`src/rtl/int_wb_arbiter.sv`:
```
`default_nettype none
// ============================================================================
//  Module      : int_wb_arbiter
//  Description : Round-robin write-back arbiter for the integer register file
//                write port, with a pending-write scoreboard that raises a
//                RAW/WAW hazard flag for decode.
//  Revision    : 1.0 - initial release
// ============================================================================
module int_wb_arbiter #(
    parameter int NUM_REQ = 3,
    parameter int DATA_W  = 32,
    parameter int ADDR_W  = 5
) (
    input  logic                       clk_i,
    input  logic                       rst_i,
    input  logic [NUM_REQ-1:0]         req_valid_i,
    input  logic [NUM_REQ*ADDR_W-1:0]  req_addr_i,
    input  logic [NUM_REQ*DATA_W-1:0]  req_data_i,
    output logic [NUM_REQ-1:0]         req_ready_o,
    input  logic                       issue_valid_i,
    input  logic [ADDR_W-1:0]          issue_addr_i,
    input  logic [ADDR_W-1:0]          rs_a_addr_i,
    input  logic [ADDR_W-1:0]          rs_b_addr_i,
    input  logic                       flush_i,
    output logic                       hazard_o,
    output logic                       rf_write_enable_o,
    output logic [ADDR_W-1:0]          rf_write_addr_o,
    output logic [DATA_W-1:0]          rf_write_data_o,
    output logic [(1<<ADDR_W)-1:0]     pending_o
);

    localparam int                 c_nreg     = 1 << ADDR_W;
    localparam int                 c_ptr_w    = $clog2(NUM_REQ);
    localparam logic [c_ptr_w-1:0] c_last_req = c_ptr_w'(NUM_REQ - 1);

    // Round-robin pointer, registered write port and scoreboard state
    logic [c_ptr_w-1:0] rr_ptr_q,  rr_ptr_d;
    logic               wen_q,     wen_d;
    logic [ADDR_W-1:0]  waddr_q,   waddr_d;
    logic [DATA_W-1:0]  wdata_q,   wdata_d;
    logic [c_nreg-1:0]  pending_q, pending_d;

    // Combinational arbitration results
    logic [NUM_REQ-1:0] w_grant;
    logic [c_ptr_w-1:0] w_grant_idx;
    logic               w_found;
    logic [ADDR_W-1:0]  w_sel_addr;
    logic [DATA_W-1:0]  w_sel_data;

    // Pick the first valid requester at or after the pointer, wrapping around;
    // the outer loop is the search distance so the nearest requester wins.
    always_comb begin
        w_grant     = '0;
        w_grant_idx = '0;
        w_found     = 1'b0;
        w_sel_addr  = '0;
        w_sel_data  = '0;
        for (int i = 0; i < NUM_REQ; i++) begin
            for (int k = 0; k < NUM_REQ; k++) begin
                if (!w_found && req_valid_i[k] &&
                    (((int'(rr_ptr_q) + i) % NUM_REQ) == k)) begin
                    w_found     = 1'b1;
                    w_grant[k]  = 1'b1;
                    w_grant_idx = c_ptr_w'(k);
                    w_sel_addr  = req_addr_i[k*ADDR_W +: ADDR_W];
                    w_sel_data  = req_data_i[k*DATA_W +: DATA_W];
                end
            end
        end
    end

    // Next pointer and write-port register: a grant is always a transfer
    // because it is only ever given to a valid requester.
    always_comb begin
        rr_ptr_d = rr_ptr_q;
        wen_d    = 1'b0;
        waddr_d  = waddr_q;
        wdata_d  = wdata_q;
        if (w_found) begin
            rr_ptr_d = (w_grant_idx == c_last_req) ? '0 : w_grant_idx + 1'b1;
            // x0 writes are consumed but never reach the register file
            wen_d    = (w_sel_addr != '0);
            waddr_d  = w_sel_addr;
            wdata_d  = w_sel_data;
        end
    end

    // Scoreboard: flush or commit clears first, then a new issue sets, so a
    // same-edge issue always survives.
    always_comb begin
        pending_d = pending_q;
        if (flush_i) begin
            pending_d = '0;
        end else if (wen_q) begin
            pending_d[waddr_q] = 1'b0;
        end
        if (issue_valid_i && (issue_addr_i != '0)) begin
            pending_d[issue_addr_i] = 1'b1;
        end
        pending_d[0] = 1'b0;
    end

    // State registers; reset discards any write still in the output stage
    always_ff @(posedge clk_i or posedge rst_i) begin
        if (rst_i) begin
            rr_ptr_q  <= '0;
            wen_q     <= 1'b0;
            waddr_q   <= '0;
            wdata_q   <= '0;
            pending_q <= '0;
        end else begin
            rr_ptr_q  <= rr_ptr_d;
            wen_q     <= wen_d;
            waddr_q   <= waddr_d;
            wdata_q   <= wdata_d;
            pending_q <= pending_d;
        end
    end

    // Stall decode on a pending source (RAW) or a pending destination (WAW)
    always_comb begin
        hazard_o = (pending_q[rs_a_addr_i]  && (rs_a_addr_i  != '0)) ||
                   (pending_q[rs_b_addr_i]  && (rs_b_addr_i  != '0)) ||
                   (issue_valid_i && pending_q[issue_addr_i] && (issue_addr_i != '0));
    end

    assign req_ready_o       = w_grant;
    assign rf_write_enable_o = wen_q;
    assign rf_write_addr_o   = waddr_q;
    assign rf_write_data_o   = wdata_q;
    assign pending_o         = pending_q;

endmodule
`default_nettype wire

```
`config.mk`:
```
export PLATFORM = sky130hd
export DESIGN_NAME = int_wb_arbiter
export DESIGN_NICKNAME = d
export VERILOG_FILES = /design/src/rtl/int_wb_arbiter.sv
export SDC_FILE = /design/constraint.sdc
export NUM_CORES = 1
export LEC_CHECK = 0
export CAP_MARGIN = 10
export CORE_UTILIZATION = 25
export DETAILED_ROUTE_END_ITERATION = 10
export PLACE_DENSITY_LB_ADDON = 0.05
export SETUP_SLACK_MARGIN = 0.1
export SYNTH_ARGS = -nofsm -noshare
export SYNTH_HDL_FRONTEND = slang
export SYNTH_SLANG_ARGS = --single-unit
```
`constraint.sdc`:
```
create_clock -name clk_i -period 4.3 [get_ports clk_i]
set_input_delay 1.29 -clock clk_i [delete_from_list [all_inputs] [get_ports clk_i]]
set_output_delay 1.29 -clock clk_i [all_outputs]
set_load 0.02 [all_outputs]
```
Word-level counts from Yosys, hierarchy flattened
Index checks and enable logic that the tools add are counted.
{"block": "totals", "mem_bits_rw": 0, "regBits": 71, "latch_bits": 0, "input_bits": 133, "mem_bits_ro": 0, "mem_count": 0}
{"block": "classes", "shifts": 0, "add_sub_neg": 3, "mul": 0, "n_lt_le_gt_ge": 6, "mux": 58, "n_eq_ne": 7, "bitwise": 3, "reduce_logical": 41, "div_mod_pow": 3}
{"operator": "32-bit two-way mux", "n": 12}
{"operator": "32-bit by 2-bit equality test with 1-bit output, second input constant", "n": 3}
{"operator": "32-bit by 3-bit equality test with 1-bit output, second input constant", "n": 3}
{"operator": "32-bit zero test", "n": 3}
{"operator": "32-bit by 3-bit modulo with 32-bit output, second input constant", "n": 2}
{"operator": "5-bit two-way mux", "n": 9}
{"operator": "32-bit AND", "n": 1}
{"operator": "3-bit by 3-bit modulo with 32-bit output, second input constant", "n": 1}
{"operator": "32-bit NOT", "n": 1}
{"operator": "32-bit bitwise OR", "n": 1}
{"operator": "1-bit logical AND", "n": 24}
{"operator": "5-bit by 6-bit less-than comparator with 1-bit output, second input constant", "n": 4}
{"operator": "1-bit two-way mux", "n": 24}
{"operator": "5-bit nonzero test", "n": 4}
{"operator": "2-bit two-way mux", "n": 8}
{"operator": "1-bit binary-select mux with 5-bit select", "n": 3}
{"operator": "1-bit demux with 5-bit select", "n": 2}
{"operator": "5-bit by 1-bit >= comparator with 1-bit output, second input constant", "n": 2}
{"operator": "1-bit zero test", "n": 8}
{"operator": "2-bit by 1-bit adder with 3-bit output, second input constant", "n": 1}
{"operator": "2-bit by 2-bit adder with 3-bit output, second input constant", "n": 1}
{"operator": "2-bit by 1-bit adder with 2-bit output, second input constant", "n": 1}
{"operator": "2-bit equality test, second input constant", "n": 1}
{"operator": "1-bit logical OR", "n": 2}

Depth between registers and ports, before layout
Gate-level depths: netlist of run 1.
{"block": "logic_depth", "depth_word": 38, "ltp_mapped": 11, "mapped_depth_nobuf": 8}

Worst setup path after synthesis of run 1
OpenSTA, ideal clock, no wires.
{"block": "synth_path", "path_type": "input -> output", "start": "input port rs_b_addr_i[0]", "end": "output port hazard_o", "arrival_ns": 3.108, "stages": 6, "required_ns": 3.010, "setup_slack_ns": -0.098, "path_buffers": 1, "path_cell_list": "buf_2 -> mux4_2 -> nand4b_2 -> o311ai_1 -> or4_1 -> or3_1"}
{"block": "synth_via", "elab_chain_len": 5, "elab_cells_between_ends": 6, "cone_classes": "2 x mux; 4 x reduce/logical"}
{"item": "start: declaration", "line_no": "23", "text": "input logic [ADDR_W-1:0] rs_b_addr_i,"}
{"item": "1-bit binary-select mux with 5-bit select", "line_no": "123", "text": "(pending_q[rs_b_addr_i] && (rs_b_addr_i != '0)) ||"}
{"item": "1-bit two-way mux (not written as such)", "line_no": "123"}
{"item": "1-bit logical AND *", "line_no": "123"}
{"item": "1-bit logical OR *", "line_no": "122", "text": "hazard_o = (pending_q[rs_a_addr_i] && (rs_a_addr_i != '0)) ||"}
{"item": "1-bit logical OR *", "line_no": "123"}
{"item": "end: declaration", "line_no": "25", "text": "output logic hazard_o,"}
Mark *: on every way between the ends. The rest lies on a longest branch, timed or not. The select of a mux whose other input is x is not followed.

Worst setup path in the final report of run 1
{"block": "layout_path", "start": "input port rs_a_addr_i[0]", "end": "output port hazard_o"}
{"block": "layout_via", "elab_chain_len": 5, "elab_cells_between_ends": 6, "cone_classes": "2 x mux; 4 x reduce/logical"}
{"item": "start: declaration", "line_no": "22", "text": "input logic [ADDR_W-1:0] rs_a_addr_i,"}
{"item": "1-bit binary-select mux with 5-bit select", "line_no": "122"}
{"item": "1-bit two-way mux (not written as such)", "line_no": "122"}
{"item": "1-bit logical AND *", "line_no": "122"}
{"item": "1-bit logical OR *", "line_no": "122"}
{"item": "1-bit logical OR *", "line_no": "123"}
Marked as above.

==> results of run 1 <==
## area by class of cell
class | count | area (µm²) | share of cell area [%]
flip-flops and latches | 71 | 1780 | 22.2
clock buffers | 12 | 256 | 3.21
multi-input cells | 439 | 3000 | 37.5
repair buffers | 267 | 2530 | 31.7
well taps | 265 | 332 | 4.15
inverters | 14 | 52.6 | 0.658
clock inverters | 3 | 42.5 | 0.532
## through the flow
step                      hold WS (ps)  power, mW  util (%)  TNS, ps
after floorplan                    476       2.48         -        0
after global placement             498       3.54      39.3    -1100
final                              517       4.31      40.9     -218
after detailed placement           506       3.56      39.3    -1110
after CTS                          520       4.36      40.8     -252
after global routing               533       4.66      40.9     -282
## layer usage
metal | wire (µm) | vias up | GRT usage (%)
met4 | 456 | 0 | 7.61
met1 | 8810 | 2727 | 26.7
li1 | - | 2625 | -
met5 | 0 | - | 0
met2 | 10300 | 234 | 36.1
met3 | 1410 | 29 | 4.69
## cells in the final DEF (no fill, tap or decap), types with 3 or more instances in the layout
cell and n:
nor3b_1 8, mux4_1 4, buf_6 4, a21oi_1 41, a221o_1 15, a221oi_1 11, nand2_1 60, a222oi_1 8
dfrtp_1 71, mux2i_1 11, and3_1 12, inv_1 13, clkbuf_16 9, nand2b_1 4, o22ai_1 10, o21ai_0 71
nor3_1 6, a21o_1 4, or3b_2 3, mux4_2 14, nand3b_1 26, nor2b_1 18, a31oi_1 3, buf_4 58
nor2_1 44, o2bb2ai_1 10, dlygate4sd2_1 6, nand4_1 4, o211ai_1 3, nand3_1 7, clkdlybuf4s50_1 193
## state kept, by name, summed over array words and instances, names as in the netlist
register           cells
rf_write_enable_o      1
rf_write_data_o       32
rr_ptr_q               2
rf_write_addr_o        5
pending_o             31
## logic make-up after synthesis
kind of cell / Yosys count / share of synthesized area, %
other: 1 / 0.0752
adders and majority gates: 2 / 0.502
buffers and inverters: 60 / 4.99
AOI/OAI and AO/OA: 197 / 25.7
muxes: 30 / 11.1
DFF: 71 / 35.6
and+or+nand+nor: 209 / 22.0
## path summary, 6_finish.rpt
kind | from | slack [ps] | endpoint | cells past startpoint
setup / recovery | rs_a_addr_i[0] | -220 | hazard_o | 8
hold / removal | rr_ptr_q[0]$_DFFE_PP0P_ | 520 | rr_ptr_q[0]$_DFFE_PP0P_ | 1
setup reg to reg | rr_ptr_q[1]$_DFFE_PP0P_ | 1620 | rf_write_enable_o$_DFF_PP0_ | 9
hold reg to reg | rr_ptr_q[0]$_DFFE_PP0P_ | 520 | rr_ptr_q[0]$_DFFE_PP0P_ | 1
max in group asynchronous | rst_i | 2180 | pending_o[22]$_DFF_PP0_ | 3
min in group asynchronous | rst_i | 1430 | rf_write_data_o[14]$_DFFE_PP0P_ | 2
## worst max-delay path: cells and delay by family
kind	cells	cell delay, ps
and+or+nand+nor	2	870
muxes	2	640
buffers and inverters	3	320
AOI/OAI and AO/OA	1	100
## power groups by stage
| stage | registers [mW] | logic [mW] | clock network [mW] |
|---|---|---|---|
| floorplan | 1.22 | 1.26 | 0 |
| global placement | 1.06 | 2.48 | 0 |
| detailed placement | 1.06 | 2.50 | 0 |
| CTS | 1.05 | 2.51 | 0.793 |
| global route | 1.08 | 2.75 | 0.827 |
| finish | 1.05 | 2.50 | 0.770 |
## repair_timing
item                                    CTS  global route
endpoints found under the setup margin    2             3
gates cloned                              0             0
hold buffers                              0             0
pin swaps                                 5             3
resized for setup                        30             6
==> impl_results.md, run 1 <==
- Area delta synth->final: 60.2%
- Predominant post-synthesis flop cell: dfrtp_1
- N_diodes: 0
- Logic pwr share: 57.9%
- Vias per cell: 5.24
- Actual slew at the worst max-slew pin: 947 ps
- Detail Placement HPWL: 16.2 mm
- Crit path required time: 3010 ps
- Largest buffer count on any clock path: 2
- Mapped Area: 0.00499 mm²
- Initial Util: 25.5%
- Fin. Hold Viols: 0
- Pin count of the biggest net entering global routing: 39
- Area leader, netlist: dfrtp_1
- Synth top area share: 35.6%
- Clock share of power: 17.8%
- Placeable Area: 0.0195 mm²
- Syn_area_per_cell: 8.75 µm²
- Min-Delay Path Class: reg2reg
- DR DRC count: 0
- Fin worst setup slack: -218 ps
- Total wire length: 21.0 mm
- Crit path kind: in2out
- Clock sink total: 71
- Clock root cell: clkbuf_16
- # port buffers: 205
- Fmax: 221 MHz
- NetSw: 1.88 mW
- Peak VDD IR: 268 µV
- Ys Warns: 0
- Count leader, synth: o21ai_0
- Final setup fails: 1
- Net count of the mapped netlist: 705
- Starting DRT DRC Count: 374
- Congestion Overflow GR: 0
- Die X: 143 µm
- Crit end category: output port
- Post-DP Area: 0.00767 mm²
- Post-synth EDFFs: 0
- # Post-CTS Setup Buffers: 0
- Pleak: 3.21 nW
- H-tree Lvls: 3
- Design area: 0.00799 mm²
- Seq pwr share: 24.3%
- Async S/R FF share, synth: 100%
- Tmin final: 4520 ps
- Dpl cells: 1,056
- CP max FO: 6
- Crit path launch type: input port
- Vias in the first global route: 5,787
- Die area: 0.0205 mm²
- Routed WL per cell: 19.6 µm
- Layout cell share with drive strength beyond 1: 13.6%
- Antenna-violating nets left: 0
- TritonCTS clock tree: built
- Switching Fraction: 43.5%
- Post-synthesis sequential area ratio: 35.6%
- Cell mode on critical path: buf_6
- Largest cells by area after synthesis: dfrtp_1 36%, o21ai_0 7.2%, mux4_2 5.0%, nand2_1 4.6%, a21oi_1 4.1%
- Worst-path cell chain: buf_6, buf_8, mux4_2, mux2i_1, o311ai_1, or4_1, or3_4, buf_6
- CTS Buf Count: 9
- Yosys cell types: 59
- Place WS: -1110 ps
- Final Cycle Share: 105%
- Filler cells: 1,981
- Std-Cell Rows: 51
- Die Span Y: 143 µm
- Top Ports: 207
- Slew Limit Fails: 0
- Synth Register Bits: 71
- RSZ-0062 raised after global routing: true
- TritonRoute pass-1 iters: 5
- Initial antenna violation count: 0
- Global-route wire length before repair: 32.8 mm
- Nets@finish: 937
- Violated checks: setup timing
- PD cells: 540 mW/mm²
- Outcome: complete, but fails checks
- Worst path max stage delay: 520 ps
- Internal: 2.44 mW
- Cell count after synthesis: 570
- GRT Util Overall: 21.4%
- Max-slew headroom: 36.7%
- CP max-delay cell: or4_1
- CP arrival: 3230 ps
- Clock skew: 11.2 ps
- List of most frequent post-synthesis cells: 72 x o21ai_0, 71 x dfrtp_1, 61 x nand2_1
- Fin cells: 1,071
- Max_cap viols: 0
- Clk slew on worst S/H paths: 60 ps
- Clock Latency Late Sink: 340 ps
- Vias: 5,615
- GP Congestion: 0.886
(Power assumes the default switching activity.)
==> run 2: changes to the inputs <==
--- a/config.mk
+++ b/config.mk
@@ -9,7 +9,7 @@
 export CORE_UTILIZATION = 25
 export DETAILED_ROUTE_END_ITERATION = 10
 export PLACE_DENSITY_LB_ADDON = 0.05
-export SETUP_SLACK_MARGIN = 0.1
+export SETUP_SLACK_MARGIN = 0.05
 export SYNTH_ARGS = -nofsm -noshare
 export SYNTH_HDL_FRONTEND = slang
 export SYNTH_SLANG_ARGS = --single-unit
==> run 2 against run 1 <==
Critical endpoint unchanged. Clock-buffer cell count is the same. Clock skew about the same. Combinational power about the same. Critical path depth fell by 1. The flow still finishes with violations (setup timing). Utilization is essentially flat. Largest power group unchanged. Flip-flop and latch count stayed put.
==> impl_results.md, run 2 (synthesis gave the netlist of run 1 again) <==
- Fin. Hold Viols: 0
- Total wire length: 21.0 mm
- NetSw: 1.88 mW
- Die area: 0.0205 mm²
- Clock sink total: 71
- Commonest non-fill, non-tap cell in the layout: clkdlybuf4s50_1
- Switching Fraction: 43.5%
- Layout cell share with drive strength beyond 1: 14.0%
- Clock skew: 11.1 ps
- Crit end category: output port
- Violated checks: setup timing
- RSZ-0062 raised after global routing: true
- Initial antenna violation count: 0
- GRT met2 Usage: 36.1%
- Global-route wire length before repair: 32.8 mm
- Initial Util: 25.5%
- Final setup fails: 1
- TritonCTS clock tree: built
- Fin Setup TNS: -124 ps
- CTS Buf Count: 9
- TritonRoute pass-1 iters: 5
- Worst path max stage delay: 520 ps
- Area delta synth->final: 60.1%
- Detail Placement HPWL: 16.2 mm
- GRT Util Overall: 21.4%
- Crit path kind: in2out
- Fin cells: 1,070
- Worst-path cell chain: buf_12, mux4_2, mux2i_1, o311ai_1, or4_1, or3_4, buf_6
- Met1 Use GR: 26.7%
- Max-slew headroom: 38.5%
- Crit path required time: 3010 ps
- Pin count of the biggest net entering global routing: 39
- Vias per cell: 5.21
- Clk slew on worst S/H paths: 60 ps
- Top Ports: 207
- # port buffers: 205
- CP max FO: 6
- Routed WL per cell: 19.6 µm
- Logic pwr share: 57.9%
- Slew Limit Fails: 0
- Fmax: 226 MHz
- Clock Latency Late Sink: 340 ps
- Hold buffer count at cts: 0
- Starting DRT DRC Count: 380
- Nets@finish: 936
- GP Congestion: 0.886
- Max reg flops: 32
- Peak VDD IR: 269 µV
- H-tree Lvls: 3
- Clock root cell: clkbuf_16
- Dpl cells: 1,056
- Pleak: 3.23 nW
- Vias: 5,580
- Most Used Layer, Global Route: met2
- Fin worst setup slack: -124 ps
- Internal: 2.44 mW
- CP max-delay cell: or4_1
- Congestion Overflow GR: 0
- Antenna-violating nets left: 0
- Most frequent cells in the layout: 190 x clkdlybuf4s50_1, 71 x o21ai_0, 71 x dfrtp_1, 60 x nand2_1, 58 x buf_4
- Final Cycle Share: 103%
- Clock share of power: 17.8%
- Max_cap viols: 0
- Outcome: complete, but fails checks
- Seq pwr share: 24.3%
- N_diodes: 0
- CP arrival: 3130 ps
- Die X: 143 µm
- DR DRC count: 0
- Die Span Y: 143 µm
- Std-Cell Rows: 51
- PD cells: 541 mW/mm²
- Placeable Area: 0.0195 mm²
- Vias in the first global route: 5,787
- Tmin final: 4420 ps
- # Post-CTS Setup Buffers: 0
- Min-Delay Path Class: reg2reg
- Crit path launch type: input port
- Fin Hold WS: 517 ps
- Largest buffer count on any clock path: 2
- Actual slew at the worst max-slew pin: 920 ps
- Met3 usage: 4.69%
==> run 2: worst max-delay path: cells and delay by family <==
| kind | cells | cell delay (ps) |
|---|---|---|
| buffers and inverters | 2 | 240 |
| multiplexers | 2 | 640 |
| AO/OA/AOI/OAI | 1 | 100 |
| AND/OR/NAND/NOR | 2 | 870 |
==> run 2: per-stage QoR <==
stage | power, mW | utilization, % | setup slack, ps | area, µm²
after floorplan | 2.48 | - | 29.2 | 5000
after global placement | 3.54 | 39.3 | -1100 | 7670
after detailed placement | 3.56 | 39.3 | -1110 | 7670
after CTS | 4.36 | 40.9 | -252 | 7980
after global routing | 4.66 | 40.9 | -182 | 7990
final | 4.32 | 40.9 | -124 | 7990
==> run 2: area by class of cell <==
type,count,area [µm²]
timing repair buffer,266,2530
clock buffer,12,256
inverter,14,52.6
sequential,71,1780
tap,265,332
clock inverter,3,42.5
multi-input combinational,439,2990
fill,1979,11500
==> run 2: path summary, 6_finish.rpt <==
path	start	endpoint	slack, ps	depth (start not counted)
max in group asynchronous	rst_i	pending_o[22]$_DFF_PP0_	2180	3
min in group asynchronous	rst_i	rf_write_data_o[14]$_DFFE_PP0P_	1430	2
min	rr_ptr_q[0]$_DFFE_PP0P_	rr_ptr_q[0]$_DFFE_PP0P_	520	1
min reg2reg	rr_ptr_q[0]$_DFFE_PP0P_	rr_ptr_q[0]$_DFFE_PP0P_	520	1
max	rs_a_addr_i[0]	hazard_o	-120	7
max reg2reg	rr_ptr_q[1]$_DFFE_PP0P_	rf_write_enable_o$_DFF_PP0_	1610	9
==> run 2: routing by layer <==
metal  wire [µm]  share of wire [%]
met3        1390                6.6
met5           0                  0
met4         495                2.4
met2       10200                 49
met1        8850                 42
==> run 2: power groups by stage <==
| stage | Clock [mW] | Combinational [mW] | Sequential [mW] |
|---|---|---|---|
| 2_1_floorplan | 0 | 1.26 | 1.22 |
| 5_1_grt | 0.827 | 2.75 | 1.08 |
| 3_5_place_dp | 0 | 2.50 | 1.06 |
| 3_3_place_gp | 0 | 2.48 | 1.06 |
| 4_1_cts | 0.793 | 2.52 | 1.05 |
| 6_report | 0.770 | 2.50 | 1.05 |
==> run 2: repair_timing <==
item	4_1_cts	5_1_grt
resized for setup	29	22
endpoints found under the setup margin	2	3
pin swaps	5	4
